## config.mk

```make
export PLATFORM = sky130hd
export DESIGN_NAME = execute_muldiv_unit_flat
export DESIGN_NICKNAME = d
export VERILOG_FILES = /design/src/rtl/execute_muldiv_unit_if.sv /design/src/rtl/execute_muldiv_unit.sv /design/src/flat_wrapper.sv
export SDC_FILE = /design/constraint.sdc
export NUM_CORES = 1
export LEC_CHECK = 0
export ABC_AREA = 0
export CAP_MARGIN = 20
export CORE_MARGIN = 1
export CORE_UTILIZATION = 35
export CTS_CLUSTER_SIZE = 10
export DETAILED_ROUTE_END_ITERATION = 10
export SETUP_SLACK_MARGIN = 0.05
export SYNTH_ARGS = -nofsm -noshare
export SYNTH_HDL_FRONTEND = slang
export SYNTH_SLANG_ARGS = --single-unit
```

## constraint.sdc

```tcl
create_clock -name clk -period 5.5 [get_ports clk]
set_clock_uncertainty 0.15 [all_clocks]
set_input_delay 1.1 -clock clk [delete_from_list [all_inputs] [get_ports clk]]
set_output_delay 1.1 -clock clk [all_outputs]
set_load 0.02 [all_outputs]
```

## src/rtl/execute_muldiv_unit_if.sv

```systemverilog
// Execute-stage M-extension port bundle: start/kill and operands in, busy/done/result out.
interface execute_muldiv_unit_if #(
    parameter int DATA_WIDTH = 32
);
    logic                  StartE;
    logic [2:0]            MulDivOpE;
    logic [DATA_WIDTH-1:0] SrcAE;
    logic [DATA_WIDTH-1:0] SrcBE;
    logic                  KillE;
    logic                  BusyE;
    logic                  DoneE;
    logic [DATA_WIDTH-1:0] ResultE;

    // Pipeline side drives the request, the unit answers with busy/done/result.
    modport master (
        output StartE, MulDivOpE, SrcAE, SrcBE, KillE,
        input  BusyE, DoneE, ResultE
    );

    modport slave (
        input  StartE, MulDivOpE, SrcAE, SrcBE, KillE,
        output BusyE, DoneE, ResultE
    );
endinterface

```

## src/rtl/execute_muldiv_unit.sv

```systemverilog
// Iterative RV32M multiply/divide unit for the execute stage.
// Multiplies by shift-add and divides by restoring division, one bit per cycle,
// on operand magnitudes; signs are re-applied when entering DONE.
// Divide-by-zero and signed-overflow divides skip iteration entirely.
module execute_muldiv_unit #(
    parameter int DATA_WIDTH = 32
) (
    input  logic                  clk,
    input  logic                  rst,
    execute_muldiv_unit_if.slave  ex_io
);
    localparam int W = DATA_WIDTH;

    typedef enum logic [1:0] {
        IDLE = 2'd0,
        MUL  = 2'd1,
        DIV  = 2'd2,
        DONE = 2'd3
    } state_t;

    state_t           state_q, state_d;
    logic [4:0]       count_q, count_d;
    logic [1:0]       op_q, op_d;
    logic             neg_q, neg_d;
    logic [W-1:0]     hi_q, hi_d;
    logic [W-1:0]     lo_q, lo_d;
    logic [W-1:0]     opnd_q, opnd_d;
    logic [W-1:0]     result_q, result_d;
    logic             busy;

    // Operand decode at start: signedness, magnitudes, result sign and fast-path detection.
    logic [2:0]       opIn;
    logic             aSigned, bSigned, signA, signB, negStart;
    logic [W-1:0]     magA, magB;
    logic             divByZero, divOverflow, fastPath;
    logic [W-1:0]     fastResult;

    // One iteration step of each datapath and the sign-corrected final results.
    logic [W:0]       mulSum;
    logic [W-1:0]     mulHiNext, mulLoNext;
    logic [2*W-1:0]   product, productFix;
    logic [W-1:0]     mulResult;
    logic [W:0]       divShift, divDiff;
    logic             divFits;
    logic [W-1:0]     divHiNext, divLoNext;
    logic [W-1:0]     quotFix, remFix, divResult;

    // Decode the incoming instruction and compute step results for the current iteration.
    always_comb begin
        opIn        = ex_io.MulDivOpE;
        aSigned     = opIn[2] ? ~opIn[0] : (opIn[1:0] != 2'b11);
        bSigned     = opIn[2] ? ~opIn[0] : ~opIn[1];
        signA       = aSigned & ex_io.SrcAE[W-1];
        signB       = bSigned & ex_io.SrcBE[W-1];
        magA        = signA ? -ex_io.SrcAE : ex_io.SrcAE;
        magB        = signB ? -ex_io.SrcBE : ex_io.SrcBE;
        negStart    = (opIn[2] & opIn[1]) ? signA : (signA ^ signB);

        divByZero   = opIn[2] & (ex_io.SrcBE == '0);
        divOverflow = opIn[2] & ~opIn[0]
                    & (ex_io.SrcAE == {1'b1, {(W-1){1'b0}}})
                    & (ex_io.SrcBE == '1);
        fastPath    = divByZero | divOverflow;
        if (divByZero) begin
            fastResult = opIn[1] ? ex_io.SrcAE : '1;
        end else begin
            fastResult = opIn[1] ? '0 : {1'b1, {(W-1){1'b0}}};
        end

        mulSum      = {1'b0, hi_q} + (lo_q[0] ? {1'b0, opnd_q} : '0);
        mulHiNext   = mulSum[W:1];
        mulLoNext   = {mulSum[0], lo_q[W-1:1]};
        product     = {mulHiNext, mulLoNext};
        productFix  = neg_q ? -product : product;
        mulResult   = (op_q == 2'b00) ? productFix[W-1:0] : productFix[2*W-1:W];

        divShift    = {hi_q, lo_q[W-1]};
        divDiff     = divShift - {1'b0, opnd_q};
        divFits     = ~divDiff[W];
        divHiNext   = divFits ? divDiff[W-1:0] : divShift[W-1:0];
        divLoNext   = {lo_q[W-2:0], divFits};
        quotFix     = neg_q ? -divLoNext : divLoNext;
        remFix      = neg_q ? -divHiNext : divHiNext;
        divResult   = op_q[1] ? remFix : quotFix;
    end

    // Next-state logic: accept in IDLE, iterate 32 steps, hold DONE one cycle; KillE aborts.
    always_comb begin
        state_d  = state_q;
        count_d  = count_q;
        op_d     = op_q;
        neg_d    = neg_q;
        hi_d     = hi_q;
        lo_d     = lo_q;
        opnd_d   = opnd_q;
        result_d = result_q;
        busy     = 1'b0;

        case (state_q)
            IDLE: begin
                if (ex_io.StartE && !ex_io.KillE) begin
                    busy    = 1'b1;
                    op_d    = opIn[1:0];
                    neg_d   = negStart;
                    count_d = 5'd0;
                    hi_d    = '0;
                    if (fastPath) begin
                        result_d = fastResult;
                        state_d  = DONE;
                    end else if (opIn[2]) begin
                        lo_d    = magA;
                        opnd_d  = magB;
                        state_d = DIV;
                    end else begin
                        lo_d    = magB;
                        opnd_d  = magA;
                        state_d = MUL;
                    end
                end
            end
            MUL: begin
                busy    = 1'b1;
                hi_d    = mulHiNext;
                lo_d    = mulLoNext;
                count_d = count_q + 5'd1;
                if (count_q == 5'd31) begin
                    result_d = mulResult;
                    count_d  = 5'd0;
                    state_d  = DONE;
                end
            end
            DIV: begin
                busy    = 1'b1;
                hi_d    = divHiNext;
                lo_d    = divLoNext;
                count_d = count_q + 5'd1;
                if (count_q == 5'd31) begin
                    result_d = divResult;
                    count_d  = 5'd0;
                    state_d  = DONE;
                end
            end
            DONE: begin
                state_d = IDLE;
            end
            default: begin
                state_d = IDLE;
            end
        endcase

        if (ex_io.KillE) begin
            state_d  = IDLE;
            count_d  = 5'd0;
            result_d = result_q;
        end
    end

    // State and datapath registers with synchronous reset.
    always_ff @(posedge clk) begin
        if (rst) begin
            state_q  <= IDLE;
            count_q  <= 5'd0;
            op_q     <= 2'b00;
            neg_q    <= 1'b0;
            hi_q     <= '0;
            lo_q     <= '0;
            opnd_q   <= '0;
            result_q <= '0;
        end else begin
            state_q  <= state_d;
            count_q  <= count_d;
            op_q     <= op_d;
            neg_q    <= neg_d;
            hi_q     <= hi_d;
            lo_q     <= lo_d;
            opnd_q   <= opnd_d;
            result_q <= result_d;
        end
    end

    assign ex_io.BusyE   = busy;
    assign ex_io.DoneE   = (state_q == DONE);
    assign ex_io.ResultE = result_q;

endmodule

```

## src/flat_wrapper.sv

```systemverilog
// flat-port wrapper written by rule: the top's interface ports become plain ports
module execute_muldiv_unit_flat 
#(
    parameter int DATA_WIDTH = 32
)
  (clk, rst, ex_io_StartE, ex_io_MulDivOpE, ex_io_SrcAE, ex_io_SrcBE, ex_io_KillE, ex_io_BusyE, ex_io_DoneE, ex_io_ResultE);
  execute_muldiv_unit_if #(.DATA_WIDTH(DATA_WIDTH)) ex_io_i ();
  input  logic clk;
  input  logic rst;
  input wire logic [$bits(ex_io_i.StartE)-1:0] ex_io_StartE;
  input wire logic [$bits(ex_io_i.MulDivOpE)-1:0] ex_io_MulDivOpE;
  input wire logic [$bits(ex_io_i.SrcAE)-1:0] ex_io_SrcAE;
  input wire logic [$bits(ex_io_i.SrcBE)-1:0] ex_io_SrcBE;
  input wire logic [$bits(ex_io_i.KillE)-1:0] ex_io_KillE;
  output wire logic [$bits(ex_io_i.BusyE)-1:0] ex_io_BusyE;
  output wire logic [$bits(ex_io_i.DoneE)-1:0] ex_io_DoneE;
  output wire logic [$bits(ex_io_i.ResultE)-1:0] ex_io_ResultE;
  assign ex_io_i.StartE = ex_io_StartE;
  assign ex_io_i.MulDivOpE = ex_io_MulDivOpE;
  assign ex_io_i.SrcAE = ex_io_SrcAE;
  assign ex_io_i.SrcBE = ex_io_SrcBE;
  assign ex_io_i.KillE = ex_io_KillE;
  assign ex_io_BusyE = ex_io_i.BusyE;
  assign ex_io_DoneE = ex_io_i.DoneE;
  assign ex_io_ResultE = ex_io_i.ResultE;
  execute_muldiv_unit #(.DATA_WIDTH(DATA_WIDTH)) u_core (.clk(clk), .rst(rst), .ex_io(ex_io_i));
endmodule
```

# Word-level counts from Yosys, hierarchy flattened
# Cells that the tools add are included.
# totals
reg_bits	138
in_bits	71
out_inout_bits	34
word_cells	96
# classes
add_sub_neg	8
eq_ne	13
n_mux	37
n_bitwise	14
n_reduce_logical	16
# ops
operator	n
32-bit 2-to-1 mux	20
32-bit case mux with 3 select lines	3
32-bit negation	4
32-bit == test, second input constant	2
64-bit 2-to-1 mux	1
64-bit negation	1
32-bit by 33-bit adder with 33-bit output	1
33-bit by 32-bit subtractor with 33-bit output	1
32-bit zero test	1
5-bit 2-to-1 mux	2
2-bit by 1-bit != test with 1-bit output, second input constant	5
5-bit case mux with 2 select lines	1
2-bit 2-to-1 mux	4
2-bit AND reduction	4
1-bit AND	7
2-bit case mux with 3 select lines	1
3-bit AND reduction	2
6-bit AND reduction	1
5-bit by 1-bit adder with 5-bit output, second input constant	1
5-bit == test, second input constant	1
1-bit inverter	5
2-bit == test, second input constant	2
2-bit zero test	2
1-bit 2-to-1 mux	4
10 further kinds	12

# Longest topological paths before layout
# logic_depth
ltp_word	8
ltp_mapped	28
depth_no_buf	24

# Worst setup path after synthesis
# Ideal clock, no wire load.
# synth_timing
kind	flip-flop to flip-flop
start	reg u_core.lo_q[31]
end	reg u_core.result_q[28] (netlist: u_core.ex_io.ResultE[28])
setup_ps	95
arrival_ps	5487
t_required_ps	5255
slack_ps	-233
stages_incl_launch_ff	26
n_path_buf	3
synth_period_minus_slack_ps	5733
cell_sequence	dfxtp_1 -> inv_1 -> ha_1 -> fa_1 -> and2b_2 -> o2111ai_2 -> a31oi_2 -> o21ai_1 -> a21oi_2 -> nor2_1 -> inv_2 -> buf_2 -> clkbuf_1 -> buf_1 -> nor2_1 -> a21oi_1 -> ha_1 -> nand2_1 -> or3_2 -> nor4_1 -> nand2_1 -> a2111o_1 -> o41ai_1 -> xnor2_1 -> a21oi_1 -> a221oi_1
# synth_via
elab_chain_cells	7
word_cells_on_any_way	14
classes_between	add/sub (4); mux (9); bitwise (1)
# synth_rtl
element	line	rtl
start, declared	execute_muldiv_unit.sv:26	logic [W-1:0] lo_q, lo_d;
start signal, assigned	execute_muldiv_unit.sv:175	lo_q <= lo_d;
33-bit by 32-bit subtractor with 33-bit output	execute_muldiv_unit.sv:78	divDiff = divShift - {1'b0, opnd_q};
32-bit 2-to-1 mux / 1-bit inverter (equally long branches)	execute_muldiv_unit.sv:80, execute_muldiv_unit.sv:79	
32-bit negation (on tied branches)	execute_muldiv_unit.sv:83, execute_muldiv_unit.sv:82	
32-bit 2-to-1 mux (on tied branches)	execute_muldiv_unit.sv:83, execute_muldiv_unit.sv:82	
32-bit 2-to-1 mux	execute_muldiv_unit.sv:84	divResult = op_q[1] ? remFix : quotFix;
32-bit 2-to-1 mux	execute_muldiv_unit.sv:137	if (count_q == 5'd31) begin
32-bit case mux with 3 select lines *	execute_muldiv_unit.sv:99	case (state_q)
end signal, assigned	execute_muldiv_unit.sv:177	result_q <= result_d;
end, declared	execute_muldiv_unit.sv:28	logic [W-1:0] result_q, result_d;
# Mark *: on every way between the ends. The rest lies on a longest branch, timed or not. The select of a mux whose other input is x is not followed.
# A chain may end at the register's enable or synchronous reset.

# Worst setup path in the final report
# Ends and elaborated chain as after synthesis.

==> reports/results.ini <==
[status]
run_status=finished, final reports clean

[clock_network]
largest_buffer_count_on_any_clock_path=2
clk_pin_slew_ns=0.07
cts.sink_count=138
cts_post_setup_buffers_inserted=0
tritoncts=built
cts_made_buffers=17
cts_htree_levels=4
clockRootBuffer=sky130_fd_sc_hd__clkbuf_16
worstSkewPairLatency_ns=0.46

[critical_path]
worstPathBufferInverterCount=3
critical_path.max_stage_delay_ns=0.50
critPathLaunchType=flop
worst-setup-path-type=flop to flop
cp_common_cell=sky130_fd_sc_hd__nand2_1
path_cells=inv_1, ha_1, fa_1, and2b_2, o2111ai_2, a31oi_4, o21ai_1, and3_1, nor2_4, inv_2, nand2_1, o21ai_0, inv_1, ha_1, nand2_1, or3_2, nor4_2, nand2_1, a2111o_1, o41ai_2, xnor2_1, a21oi_1, a221oi_2
endpoint_kind=flop
worst_path_max_delay_cell=sky130_fd_sc_hd__a2111o_1
critical_path.max_fanout=6
cp.required_ns=5.71
worst_ep_arrival_time_ns=5.50
path_delay_family=compound AO/OA/AOI/OAI gates

[job]
max-cap-violations=0

[detailed_routing]
wl_per_cell_um=23.7
drc=0
drtPass1Iterations=6
num_vias=19487
first_iter_violations=1991
detail_route.vias_per_cell=6.23
detail-route-antenna-nets=0
route.final.wire_length_um=74100

[die]
floorplan.core_area_mm2=0.0475
floorplan.die.width_um=221
die-area_mm2=0.0490
initial_utilization=0.354
floorplan.io_pins=105
core.rowCount=80
dieHeight_um=221

[pwr]
maximum_resistive_drop_on_vdd_mv=0.233
leakagePower_nw=7.44
powerDensity_mw_per_mm2=191

[layout]
area_growth_syn_to_layout_pct=16.0
number_of_nets_in_the_layout=2649
drive_above_1_share=0.0899
fillers=4877
antenna-diode-count=0
finish.instance_area_mm2=0.0195

[grt]
grt_overflow_total=0
grt_pass1_wl_um=112000
initial_antenna_violation_count=1
via_count_of_the_first_global_routing_pass=18186
grt_usage=0.295
largest_net_degree_at_the_start_of_global_routing=79

[placement]
post_dp_cell_area_mm2=0.0189
placer_congestion=0.998
hpwl_um=57600
place.port_buffers=104

[synth]
synth_seq_cells=138
post_synth.cell_area_avg_um2=6.87
synth_fp_nets=2599
ys.warnings.count=0
postSynthCellCount=2450
number_of_flops_mapped_to_enable_cells_by_yosys=0
synth_largest_type_area_fraction=0.164
synth_cell_type_count=101
syn-cell-area_mm2=0.0168
async_set_or_reset_flop_fraction_in_the_synthesized_netlist=0
netlist_top_cells_area=sky130_fd_sc_hd__dfxtp_1 (16%), sky130_fd_sc_hd__nor2_1 (6.6%), sky130_fd_sc_hd__xnor2_1 (5.7%)
yosys.area.top_type=sky130_fd_sc_hd__dfxtp_1
synth-main-ff-cell=sky130_fd_sc_hd__dfxtp_1
yosysSeqAreaShare=0.164

[timing]
rsz_0062_raised_after_global_routing=yes
finalHoldViolations=0
fraction_of_the_cycle_the_final_worst_path_needs=0.962
fin_worst_hold_slack_ns=0.319
final_report_setup_violation_count=0
worst-slew-pin-transition_ns=1.06
slew_headroom=0.297
final_period_minus_worst_setup_slack_ns=5.29
final_max_slew_viol_count=0
achievable-frequency_mhz=189

[hold_path]
timing.hold.worst.class=flop to flop

synthesized netlist by cell type (17+ instances only):
library cell               count
sky130_fd_sc_hd__a211oi_1     73
sky130_fd_sc_hd__a21o_1       44
sky130_fd_sc_hd__a21oi_1     189
sky130_fd_sc_hd__a221o_1      19
sky130_fd_sc_hd__a221oi_1     18
sky130_fd_sc_hd__a22oi_1      39
sky130_fd_sc_hd__a31oi_1      21
sky130_fd_sc_hd__and2_1       29
sky130_fd_sc_hd__and3_1       21
sky130_fd_sc_hd__buf_2        22
sky130_fd_sc_hd__clkbuf_1    154
sky130_fd_sc_hd__dfxtp_1     138
sky130_fd_sc_hd__ha_1         76
sky130_fd_sc_hd__inv_1        67
sky130_fd_sc_hd__mux2i_1      35
sky130_fd_sc_hd__nand2_1     253
sky130_fd_sc_hd__nand3_1      42
sky130_fd_sc_hd__nand4_1      27
sky130_fd_sc_hd__nor2_1      296
sky130_fd_sc_hd__nor3_1       67
sky130_fd_sc_hd__nor4_1       18
sky130_fd_sc_hd__o211ai_1     39
sky130_fd_sc_hd__o21a_1       17
sky130_fd_sc_hd__o21ai_0     187
sky130_fd_sc_hd__o31ai_1      29
sky130_fd_sc_hd__or3_1        25
sky130_fd_sc_hd__xnor2_1     110
sky130_fd_sc_hd__xor2_1       90
power by group:
group          internal (mW)  leakage [nW]  total, mW  switching (mW)
clock network          0.717         0.284       1.25           0.529
registers               1.04          1.12       1.10          0.0638
logic                  0.496          6.04       1.39           0.893
per-layer routing:
layer,vias up,routed length [µm],track usage
met5,-,0,0
met4,0,2680,0.109
met3,124,6490,0.0449
met2,994,32000,0.461
met1,9291,32900,0.408
li1,9078,-,-
cell families after synthesis:
logic type	Yosys count	share of synthesized area
and+or+nand+nor	888	0.251
AOI/OAI and AO/OA	836	0.332
buffers and inverters	265	0.0614
xor gates and xnor gates	200	0.104
DFF	138	0.164
adders and majority gates	78	0.0589
muxes	45	0.0288
tightest hold or removal path, stage by stage, from the launching register on:
cell	delay [ns]
sky130_fd_sc_hd__dfxtp_1	0.32
sky130_fd_sc_hd__nand2_1	0.06
sky130_fd_sc_hd__a21oi_1	0.05
through the flow:
| stage | total power [mW] | TNS (ns) | utilization | setup WS [ns] | cells |
|---|---|---|---|---|---|
| global route | 3.88 | -0.0146 | 0.411 | -0.0146 | 3128 |
| global placement | 2.44 | 0 | 0.396 | 0.128 | 3094 |
| finish | 3.74 | 0 | 0.411 | 0.206 | 3128 |
| floorplan | 2.00 | 0 | - | 0.0679 | 2450 |
| detailed placement | 2.46 | 0 | 0.396 | 0.0705 | 3095 |
| CTS | 3.70 | 0 | 0.409 | 0.166 | 3127 |
layout make-up:
type	instances	area, µm²	area share
Multi-Input combinational cell	2047	13100	0.673
Sequential cell	138	2760	0.142
Timing Repair Buffer	225	1980	0.102
Tap cell	615	769	0.0394
Clock buffer	19	433	0.0222
Inverter	71	267	0.0137
Clock inverter	13	170	0.00872
path summary, 6_finish.rpt:
check,endpoint,start,slack [ns],cells after the start
max,u_core.ex_io.ResultE[28],u_core.lo_q[31],0.21,23
min,u_core.count_q[4],u_core.count_q[4],0.32,2
max reg2reg,u_core.ex_io.ResultE[28],u_core.lo_q[31],0.21,23
min reg2reg,u_core.count_q[4],u_core.count_q[4],0.32,2
registers in the layout, summed over array words and instances (netlist names):
register,cells
u_core.hi_q,32
u_core.neg_q,1
u_core.state_q,2
u_core.opnd_q,32
u_core.op_q,2
u_core.count_q,5
u_core.lo_q,32
u_core.ex_io.ResultE,32
placed cells by master, fill, tap and decap left out, types with 8 or more instances in the layout:
cell type,n
sky130_fd_sc_hd__a221o_1,19
sky130_fd_sc_hd__a21oi_1,189
sky130_fd_sc_hd__nand2b_1,16
sky130_fd_sc_hd__o21ai_0,187
sky130_fd_sc_hd__a221oi_1,16
sky130_fd_sc_hd__inv_1,67
sky130_fd_sc_hd__o211ai_1,39
sky130_fd_sc_hd__xnor2_1,110
sky130_fd_sc_hd__o21a_1,17
sky130_fd_sc_hd__a22o_1,15
sky130_fd_sc_hd__xor2_1,90
sky130_fd_sc_hd__and3_1,21
sky130_fd_sc_hd__ha_1,73
sky130_fd_sc_hd__dfxtp_1,137
sky130_fd_sc_hd__mux2i_1,35
sky130_fd_sc_hd__o221ai_1,10
sky130_fd_sc_hd__a211oi_1,73
sky130_fd_sc_hd__and2_1,29
sky130_fd_sc_hd__nand2_1,252
sky130_fd_sc_hd__buf_4,118
sky130_fd_sc_hd__o41ai_1,11
sky130_fd_sc_hd__o2111ai_1,10
sky130_fd_sc_hd__mux2_2,8
sky130_fd_sc_hd__nor2b_1,12
sky130_fd_sc_hd__a31oi_1,20
sky130_fd_sc_hd__clkdlybuf4s50_1,102
sky130_fd_sc_hd__nor3_1,67
sky130_fd_sc_hd__o31a_1,12
sky130_fd_sc_hd__or3_1,25
sky130_fd_sc_hd__a21o_1,44
sky130_fd_sc_hd__or2_2,13
sky130_fd_sc_hd__clkbuf_16,17
sky130_fd_sc_hd__o31ai_1,29
sky130_fd_sc_hd__nor2_1,293
sky130_fd_sc_hd__o22ai_1,14
sky130_fd_sc_hd__a22oi_1,39
sky130_fd_sc_hd__or4_1,13
sky130_fd_sc_hd__nand3_1,42
sky130_fd_sc_hd__nand4_1,27
sky130_fd_sc_hd__nor4_1,17
timing repair:
item                                    4_1_cts  5_1_grt
hold endpoints to repair                      0        0
resized for setup                             0        7
endpoints found under the setup margin        0        4
hold buffers                                  0        0
No activity file was read; power rests on OpenSTA's default activity.
